**config.mk**
```make
export PLATFORM = sky130hd
export DESIGN_NAME = matmul_controller
export DESIGN_NICKNAME = d
export VERILOG_FILES = /design/src/rtl/matmul_controller.sv
export SDC_FILE = /design/constraint.sdc
export NUM_CORES = 1
export LEC_CHECK = 0
export BUFFER_PORTS_ARGS = -buffer_cell sky130_fd_sc_hd__buf_4
export CORE_MARGIN = 4
export CORE_UTILIZATION = 31
export CTS_CLUSTER_SIZE = 25
export DETAILED_ROUTE_END_ITERATION = 7
export PLACE_DENSITY = 0.52
export SYNTH_ARGS = -nofsm -noshare
export SYNTH_HDL_FRONTEND = slang
export SYNTH_SLANG_ARGS = --single-unit
```
**constraint.sdc**
```tcl
create_clock -name clk -period 4.7 [get_ports clk]
set_input_delay 0 -clock clk [delete_from_list [all_inputs] [get_ports clk]]
set_output_delay 0 -clock clk [all_outputs]
set_load 0.02 [all_outputs]
```
**src/rtl/matmul_controller.sv**
```systemverilog
// Sequences one C = A x B over single-port A/B/C memories.
// Ports: clk/rst, start/busy/done/overflow, A/B read ports, C write port.
module matmul_controller #(
  parameter int ROW      = 2,
  parameter int INNER    = 2,
  parameter int COL      = 2,
  parameter int SIZE     = 8,
  parameter int OUT_SIZE = 8
) (
  input  logic                clk,
  input  logic                rst,
  input  logic                start,
  output logic                busy,
  output logic                done,
  output logic                overflow,
  output logic                a_read,
  output logic [5:0]          a_read_address,
  input  logic [SIZE-1:0]     a_data,
  output logic                b_read,
  output logic [5:0]          b_read_address,
  input  logic [SIZE-1:0]     b_data,
  output logic                c_write,
  output logic [5:0]          c_write_address,
  output logic [OUT_SIZE-1:0] c_write_value
);

  localparam int ACC_W = 2*SIZE+6;

  localparam logic [5:0] K_LAST = 6'(INNER-1);
  localparam logic [5:0] J_LAST = 6'(COL-1);
  localparam logic [5:0] I_LAST = 6'(ROW-1);

  localparam logic [ACC_W-1:0] C_MAX =
    ACC_W'((64'd1 << OUT_SIZE) - 64'd1);

  typedef enum logic [1:0] {
    IDLE,
    MAC,
    WRITE,
    DONE
  } state_t;

  state_t           state, state_n;
  logic [5:0]       i, j, k;
  logic [5:0]       i_n, j_n, k_n;
  logic [ACC_W-1:0] acc, acc_n;
  logic [ACC_W-1:0] prod;
  logic             ovf_n;

  assign prod = ACC_W'(a_data) * ACC_W'(b_data);

  always_ff @(posedge clk or posedge rst) begin
    if (rst) begin
      state    <= IDLE;
      i        <= '0;
      j        <= '0;
      k        <= '0;
      acc      <= '0;
      overflow <= 1'b0;
    end else begin
      state    <= state_n;
      i        <= i_n;
      j        <= j_n;
      k        <= k_n;
      acc      <= acc_n;
      overflow <= ovf_n;
    end
  end

  always_comb begin
    state_n         = state;
    i_n             = i;
    j_n             = j;
    k_n             = k;
    acc_n           = acc;
    ovf_n           = overflow;
    busy            = 1'b0;
    done            = 1'b0;
    a_read          = 1'b0;
    b_read          = 1'b0;
    c_write         = 1'b0;
    a_read_address  = '0;
    b_read_address  = '0;
    c_write_address = '0;
    c_write_value   = '0;
    unique case (state)
      IDLE: begin
        if (start) begin
          state_n = MAC;
          i_n     = '0;
          j_n     = '0;
          k_n     = '0;
          acc_n   = '0;
          ovf_n   = 1'b0;
        end
      end
      MAC: begin
        busy   = 1'b1;
        a_read = 1'b1;
        b_read = 1'b1;
        a_read_address =
          6'(32'(i) * INNER + 32'(k));
        b_read_address =
          6'(32'(k) * COL + 32'(j));
        acc_n = acc + prod;
        if (k == K_LAST) begin
          state_n = WRITE;
        end else begin
          k_n = k + 6'd1;
        end
      end
      WRITE: begin
        busy    = 1'b1;
        c_write = 1'b1;
        c_write_address =
          6'(32'(i) * COL + 32'(j));
        c_write_value = acc[OUT_SIZE-1:0];
        // Overflow looks at the full accumulator,
        // not the truncated value written out.
        ovf_n = overflow | (acc > C_MAX);
        acc_n = '0;
        k_n   = '0;
        if (j != J_LAST) begin
          j_n     = j + 6'd1;
          state_n = MAC;
        end else if (i != I_LAST) begin
          j_n     = '0;
          i_n     = i + 6'd1;
          state_n = MAC;
        end else begin
          state_n = DONE;
        end
      end
      DONE: begin
        done    = 1'b1;
        state_n = IDLE;
      end
      default: state_n = IDLE;
    endcase
  end

endmodule

```
==> results of run 1 <==
[how the worst max path moves through the flow]
stage | to | depth (start not counted) | slack (ns)
2_1_floorplan | acc[16] | 15 | 0.71
3_3_place_gp | acc[19] | 16 | 0.41
3_5_place_dp | acc[19] | 16 | 0.34
4_1_cts | acc[19] | 16 | 0.33
5_1_grt | acc[19] | 16 | 0.04
6_report | acc[19] | 16 | 0.32
[cell type report]
type,instances,area (µm²)
Timing Repair Buffer,54,407.9
Sequential cell,43,1076
Tap cell,220,275.3
Clock buffer,6,138.9
Clock inverter,1,5.005
Fill cell,1754,10660
Inverter,107,401.6
Multi-Input combinational cell,446,3799
[critical path, stage by stage, from the launching register on]
cell,delay (ns)
dfrtp_1,0.35
inv_1,0.09
fa_1,0.53
inv_1,0.05
fa_1,0.50
inv_1,0.05
fa_1,0.46
fa_1,0.56
inv_1,0.05
ha_1,0.35
o21ai_0,0.14
o211ai_1,0.31
nand2_1,0.17
o211ai_1,0.21
a22oi_1,0.11
or3_1,0.31
nand3_1,0.08
[layer usage]
layer  wire (µm)  vias to the layer above
met2        6113                       53
met1        5480                     2079
met5           0                        -
li1            -                     2068
met4          85                        0
met3         301                        9
[power groups by stage]
| stage | combinational (µW) | sequential, µW | clock (µW) |
|---|---|---|---|
| floorplan | 1630 | 536 | 0 |
| global placement | 2130 | 564 | 0 |
| detailed placement | 2170 | 568 | 0 |
| CTS | 2180 | 562 | 355 |
| global route | 2470 | 574 | 368 |
| finish | 2140 | 560 | 345 |
[timing repair]
action	in CTS	in global routing
endpoints found under the hold margin	43	0
gates resized for setup	0	0
hold buffers	1	0
[cell families (layout without fill, tap and decap cells)]
kind of cell,count (synthesis),count (layout)
fa+ha+maj,116,116
buf+inv,123,168
flops,43,43
mux,4,4
compound gates,92,92
simple gates,203,203
xor+xnor,31,31
[registers in the layout, indices dropped and copies added, names as in the netlist]
register  count
acc          22
state         2
overflow      1
i             6
j             6
k             6
[per-stage QoR]
stage | power [µW] | cell area [µm²] | util [%] | setup slack (ns)
detailed placement | 2737 | 5949 | 35.50 | 0.3421
global route | 3413 | 6103 | 36.42 | 0.03957
finish | 3047 | 6103 | 36.42 | 0.3212
global placement | 2697 | 5949 | 35.50 | 0.4123
floorplan | 2171 | 5343 | - | 0.7064
CTS | 3095 | 6103 | 36.42 | 0.3266
[Yosys cell counts (all sizes together), types with 2 or more instances]
master,number,area [µm²]
o21a,2,16.27
a21o,14,112.6
or3,3,18.77
xor2,22,192.7
nor3,2,10.01
and2,62,387.9
fa,53,1061
xnor2,9,78.83
ha,63,788.3
nand3b,3,22.52
o31ai,3,22.52
and3,5,31.28
nor2,23,86.33
o211ai,4,30.03
o21ai,24,120.1
buf,3,17.52
nand2b,3,18.77
mux2i,4,40.04
clkbuf,13,48.80
dfrtp,43,1076
a211o,2,17.52
o22ai,3,18.77
a21oi,27,135.1
nand3,22,110.1
inv,107,401.6
nand2,61,229.0
nor4,3,18.77
or4,3,22.52
nand4,7,43.79
o21bai,3,22.52
==> flow_summary.ini, run 1 <==
[yosys]
async_flop_share_pct = 100.0
synth.distinct_cells = 49
yosysWarnings = 0
syn_nets = 747
ys.flop_type = dfrtp_1
synth_top_family_by_area = adder cells
netlist_instances = 612
synth_compound_area_share_pct = 10.94
synthSimpleGateAreaFrac_pct = 19.72
synth_edf_count = 0
synth.area.mux_share_pct = 0.7494
synth_xor_area_share_pct = 5.082
syn_area_mm2 = 0.005343
ys_seq_area_share_pct = 20.14
syn_area_per_cell_um2 = 8.730
ys_ff_latch = 43
synth_adder_area_share_pct = 34.61

[final_layout]
instances_no_fill = 877
num_antenna_cells = 0
drive_above_1_share_pct = 10.05
final_cell_mix = 106 x inv_1, 63 x ha_1, 62 x and2_1
synthToLayoutAreaGrowth_pct = 14.24
mostFrequentLayoutCell = inv_1
nets = 792

[worst_setup_path]
startpoint = acc[6]
regToRegStartpoint = acc[6]
path_class = reg2reg
startpoint_type = flip-flop
critical_path.max_fanout = 5
worstReg2RegEnd = acc[19]
worstPathArrival_ns = 4.60
r2r_slack_ns = 0.32
r2r_cells = 16
cp.required_ns = 4.92
end_kind = flip-flop

[pwr]
ir_drop_mv = 0.2094
p_switching_uw = 1530
power.share.combinational_pct = 70.3
seqPwrFrac_pct = 18.4
leakagePower_uw = 0.003268
p_sw_share_pct = 50.21
powerDensity_mw_per_mm2 = 499.3
intPower_uw = 1517
pwr-share-clk_pct = 11.3

[floorplan]
start_util_pct = 31.88
die_x_um = 139.3
design.die.area_mm2 = 0.01940
num_rows = 47
core_area_mm2 = 0.01676
ios = 51
die_y_um = 139.3

[clock_tree]
clk_latency_ns = 0.29
htree_num_levels = 2
cts_buffers = 5
clock_sinks = 43
cts.path.max_buffers = 2
post_cts_buffers = 0
cts.reportedPaths.clkPinSlew_ns = 0.06
cts_tree = yes
cts_root_buffer = clkbuf_16

[sta]
maxSlewHeadroom_pct = 45.87
fmax_ghz = 0.2284
timing_hold_violations_final = 0
rsz0062_at_grt = no
drv_slew = 0
setup_viol = 0
tns_ns = 0
holdWs_ns = 0.1065
period_share_pct = 93.17
fin_skew_ns = 0.007425
tightest_slew_ns = 0.8119
fin_crit_ns = 4.379

[grt]
grt_util_met1_pct = 16.75
busiest_layer = met2
grt_overflow = 0
grt_pass1_wl_um = 20730
grt_util_all_layers_pct = 12.69
grt_pass1_vias = 4305
antenna_found_initial = 0
use_met2_pct = 22.60
met3_usage_pct = 1.784
grt_max_degree = 44

[route]
drc = 0
drt_wl_total_um = 11980
via_per_inst = 4.799
initialDrtViolationCount = 199
routedWlPerCell_um = 13.66
ant_nets = 0
first_pass_iters = 5
num_vias = 4209

[place]
place_inst = 869
place.gp.congestion = 0.8211
portBuffers = 50
dpl.hpwl_um = 9965

[status]
outcome = finished, final reports clean

[min_path]
worstHoldPathCells = 4
holdCritStartpoint = start
hold_path.class = in2reg
hold_end = overflow

[job]
cap_violations = 0
No activity file was read; power rests on OpenSTA's default activity.
==> run 2: changes to the inputs <==
--- a/config.mk
+++ b/config.mk
@@ -11,5 +11,6 @@
 export CTS_CLUSTER_SIZE = 25
 export DETAILED_ROUTE_END_ITERATION = 7
-export PLACE_DENSITY = 0.52
+export GPL_TIMING_DRIVEN = 1
+export PLACE_DENSITY = 0.47
 export SYNTH_ARGS = -nofsm -noshare
 export SYNTH_HDL_FRONTEND = slang
==> constraint.sdc (replaced) <==
create_clock -name clk -period 4.7 [get_ports clk]
set_input_delay 1.175 -clock clk [delete_from_list [all_inputs] [get_ports clk]]
set_output_delay 1.175 -clock clk [all_outputs]
set_load 0.02 [all_outputs]
==> run 2 against run 1 <==
Net effect: the run now ends with negative setup slack left; total power is 29% higher; worst hold slack better by 0.42 ns; final cell count is 5.6% higher; maximum frequency is 7.9% lower; clock skew is 0.0038 ns lower; die area stayed put; largest cell class unchanged.
==> flow_summary.ini, run 2 (synthesis gave the netlist of run 1 again) <==
[job]
cap_violations = 0

[worst_setup_path]
critical_path.max_fanout = 8
end_kind = flip-flop
cp.required_ns = 4.91
r2r_cells = 16
startpoint_type = input pin
path_class = in2reg
worstPathArrival_ns = 4.97

[grt]
grt_pass1_wl_um = 22060
grt_util_all_layers_pct = 13.43
grt_max_degree = 44
grt_overflow = 0
grt_pass1_vias = 4532
antenna_found_initial = 0

[final_layout]
final_cell_mix = 98 x inv_1, 86 x buf_4, 57 x and2_1
largest_reg_flops = 22
synthToLayoutAreaGrowth_pct = 28.43
top_register = acc
nets = 840
drive_above_1_share_pct = 23.23
mostFrequentLayoutCell = inv_1
num_antenna_cells = 0

[pwr]
leakagePower_uw = 0.003593
intPower_uw = 2151
power.share.combinational_pct = 75.4
pwr-share-clk_pct = 10.4
powerDensity_mw_per_mm2 = 574.1
p_switching_uw = 1788
total_power_uw = 3939
ir_drop_mv = 0.3055
seqPwrFrac_pct = 14.3
p_sw_share_pct = 45.39

[floorplan]
core_area_mm2 = 0.01676
num_rows = 47
design.die.area_mm2 = 0.01940
die_x_um = 139.3
die_y_um = 139.3
ios = 51
start_util_pct = 31.88

[route]
num_vias = 4410
routed.top_layer = met4
drc = 0
first_pass_iters = 4
drt_wl_total_um = 12740
initialDrtViolationCount = 174
wl_met3_um = 351
via_per_inst = 4.762
routedWlPerCell_um = 13.76
ant_nets = 0
m1WireLength_um = 5876
dr_wl_met2_um = 6331

[clock_tree]
cts_tree = yes
cts.path.max_buffers = 2
clk_latency_ns = 0.28
cts_root_buffer = clkbuf_16
clock_sinks = 43
htree_num_levels = 2
cts.reportedPaths.clkPinSlew_ns = 0.06
cts_buffers = 5
postCtsHoldBufs = 0

[place]
portBuffers = 50
place.gp.congestion = 0.8408
dpl.hpwl_um = 10460

[min_path]
hold_path.class = reg2reg
worstHoldPathCells = 2

[sta]
tns_ns = -0.1430
rsz0062_at_grt = yes
worst_slack_ns = -0.05486
period_share_pct = 101.2
setup_viol = 4
drv_slew = 0
timing_hold_violations_final = 0
fin_skew_ns = 0.003631
fin_crit_ns = 4.755
fmax_ghz = 0.2103
tightest_slew_ns = 0.8245
maxSlewHeadroom_pct = 45.03

[status]
outcome = complete, but fails checks
violations = negative setup slack
==> run 2: critical path, stage by stage <==
cell,delay [ns]
buf_12,0.10
nand2_4,0.04
fa_1,0.49
fa_1,0.53
inv_2,0.04
fa_1,0.52
inv_1,0.05
fa_1,0.49
inv_2,0.05
ha_4,0.29
o21ai_4,0.06
o211ai_1,0.29
nand2_1,0.14
o211ai_1,0.18
a22oi_1,0.11
or3_1,0.32
nand3_1,0.10
==> run 2: path summary, 6_finish.rpt <==
check                          start  endpoint  slack [ns]
setup / recovery           a_data[4]   acc[19]       -0.05
hold / removal                acc[0]    acc[0]        0.52
setup reg to reg              acc[6]   acc[19]        0.52
hold reg to reg               acc[0]    acc[0]        0.52
max in group asynchronous        rst   acc[14]        3.27
min in group asynchronous        rst    acc[3]        1.04
==> run 2: metal layers <==
layer / up-vias / track usage (%)
li1: 2162 / -
met4: 0 / 2.987
met5: - / 0
met2: 65 / 23.26
met1: 2169 / 18.21
met3: 14 / 1.372
==> run 2: area by class of cell <==
type                            instances  area [µm²]
Tap cell                              220       275.3
Multi-Input combinational cell        446        4055
Inverter                              107       401.6
Clock inverter                          2       35.03
Clock buffer                            6       138.9
Timing Repair Buffer                  102       879.6
Sequential cell                        43        1076
Fill cell                            1698        9898
==> run 2: metrics by stage <==
| step | setup slack (ns) | instances | instance area [µm²] | hold WS (ns) | utilization, % |
|---|---|---|---|---|---|
| after CTS | -0.06153 | 918 | 6708 | 0.5305 | 40.02 |
| final | -0.05486 | 926 | 6862 | 0.5227 | 40.94 |
| after global routing | -0.1989 | 926 | 6862 | 0.5629 | 40.94 |
| after global placement | -0.3939 | 908 | 6410 | 0.4945 | 38.25 |
| after floorplan | -0.08789 | 612 | 5553 | 0.4597 | - |
| after detailed placement | -0.4488 | 908 | 6410 | 0.5159 | 38.25 |
==> run 2: timing repair <==
item                       4_1_cts  5_1_grt
setup endpoints to repair        9       11
gates resized for setup         36       27
hold endpoints to repair         0        0
setup buffers                    2        8
pin swaps                       31       25
==> run 2: power groups by stage <==
stage | clock network (µW) | logic [µW] | registers [µW]
after floorplan | 0 | 1920 | 536
after global placement | 0 | 2720 | 568
after detailed placement | 0 | 2740 | 569
after CTS | 419 | 2860 | 563
after global routing | 433 | 3350 | 576
final | 409 | 2970 | 562
==> run 3: changes to the inputs <==
- MAX_ROUTING_LAYER: not set -> met4
==> run 3 against run 2 <==
Net effect: the run still ends with negative setup slack left; worst setup slack about the same; worst hold slack unchanged; register-to-register slack about the same; total power about the same; largest power group unchanged; highest routed layer unchanged.
==> flow_summary.ini, run 3 (synthesis gave the netlist of run 1 again) <==
[clock_tree]
cts.path.max_buffers = 2
cts_buffers = 5
htree_num_levels = 2
clk_latency_ns = 0.28
cts_tree = yes
postCtsHoldBufs = 0
cts_root_buffer = clkbuf_16
cts.reportedPaths.clkPinSlew_ns = 0.06
clock_sinks = 43

[final_layout]
final_cell_mix = 98 x inv_1, 86 x buf_4, 57 x and2_1
synthToLayoutAreaGrowth_pct = 28.43
stdcell_area_mm2 = 0.006862
nets = 840
largest_reg_flops = 22
mostFrequentLayoutCell = inv_1
num_antenna_cells = 0
drive_above_1_share_pct = 23.23
top_register = acc

[worst_setup_path]
path_cells = buf_12 > nand2_4 > fa_1 > fa_1 > inv_2 > fa_1 > inv_1 > fa_1 > inv_2 > ha_4 > o21ai_4 > o211ai_1 > nand2_1 > o211ai_1 > a22oi_1 > or3_1 > nand3_1
worstPathArrival_ns = 4.97
cp.required_ns = 4.91
startpoint = a_data[4]
path_class = in2reg
regToRegStartpoint = acc[6]
critical_path.max_fanout = 8
cp_top_family = adder cells
end_kind = flip-flop
crit_top_cell = fa_1
path_buf_inv = 4
slowest_delay_ns = 0.53
startpoint_type = input pin
cp_slowest_cell = fa_1

[floorplan]
ios = 51
die_x_um = 139.3
die_y_um = 139.3
start_util_pct = 31.88
num_rows = 47
core_area_mm2 = 0.01676
design.die.area_mm2 = 0.01940

[grt]
grt_util_all_layers_pct = 13.83
antenna_found_initial = 0
grt_pass1_vias = 4529
grt_util_met1_pct = 18.23
grt_overflow = 0
grt_max_degree = 44
met3_usage_pct = 1.372
busiest_layer = met2
use_met2_pct = 23.23
grt_pass1_wl_um = 22080

[status]
violations = negative setup slack
outcome = complete, but fails checks

[route]
initialDrtViolationCount = 173
drt_wl_total_um = 12770
first_pass_iters = 4
routedWlPerCell_um = 13.79
drc = 0
num_vias = 4409
via_per_inst = 4.761
ant_nets = 0

[sta]
fin_crit_ns = 4.755
holdWs_ns = 0.5227
fmax_ghz = 0.2103
fin_skew_ns = 0.003300
drv_slew = 0
period_share_pct = 101.2
maxSlewHeadroom_pct = 44.43
timing_hold_violations_final = 0
setup_viol = 4
worst_slack_ns = -0.05474
rsz0062_at_grt = yes
tightest_slew_ns = 0.8335

[place]
place.gp.congestion = 0.8538
postPlaceCellArea_mm2 = 0.006410
dpl.hpwl_um = 10460
portBuffers = 50

[pwr]
powerDensity_mw_per_mm2 = 574.4
leakagePower_uw = 0.003593
ir_drop_mv = 0.3055

[job]
cap_violations = 0

[min_path]
holdCritStartpoint = acc[0]
hold_path.class = reg2reg
==> run 3: final timing paths <==
check                           cells past startpoint  slack (ns)  endpoint
max in group asynchronous                           3        3.27   acc[14]
min in group asynchronous                           3        1.03      i[1]
worst max register to register                     16        0.52   acc[19]
worst max-delay path                               17       -0.05   acc[19]
worst min register to register                      2        0.52    acc[0]
worst min-delay path                                2        0.52    acc[0]
==> run 3: per-stage QoR <==
| step | setup slack (ns) | TNS (ns) | total power [µW] | std cells | util, % |
|---|---|---|---|---|---|
| after floorplan | -0.08789 | -0.2132 | 2456 | 612 | - |
| after global placement | -0.3939 | -3.755 | 3292 | 908 | 38.25 |
| after detailed placement | -0.4488 | -4.030 | 3305 | 908 | 38.25 |
| after CTS | -0.06153 | -0.1395 | 3839 | 918 | 40.02 |
| after global routing | -0.1989 | -1.377 | 4361 | 926 | 40.94 |
| final | -0.05474 | -0.1341 | 3941 | 926 | 40.94 |
==> run 3: cell type report <==
type | instances | area, µm²
clock buffer | 6 | 138.9
clock inverter | 2 | 35.03
fill | 1698 | 9898
inverter | 107 | 401.6
multi-input combinational | 446 | 4055
sequential | 43 | 1076
tap | 220 | 275.3
timing repair buffer | 102 | 879.6
==> run 3: where the power goes <==
group / switching (µW) / internal (µW) / leakage [µW]
Clock: 146 / 264 / 0.0000868
Sequential: 105 / 456 / 0.000584
Combinational: 1540 / 1430 / 0.00292
==> run 3: repair_timing <==
action | 4_1_cts | 5_1_grt
setup endpoints to repair | 9 | 11
resized for setup | 36 | 27
buffers inserted | 2 | 8
pin swaps | 31 | 25
==> run 3: metal layers <==
layer / vias to the layer above / routed length, µm
met3: 17 / 330
met5: - / 0
met2: 67 / 6340
met1: 2164 / 5919
met4: 0 / 184
li1: 2161 / -
==> run 3: worst register-to-register path, stage by stage, from the launching register on <==
cell      delay, ns
dfrtp_1        0.34
inv_1          0.08
fa_1           0.55
inv_2          0.04
fa_1           0.52
inv_1          0.05
fa_1           0.45
fa_1           0.53
inv_2          0.05
ha_4           0.29
o21ai_4        0.06
o211ai_1       0.29
nand2_1        0.14
o211ai_1       0.18
a22oi_1        0.11
or3_1          0.32
nand3_1        0.10
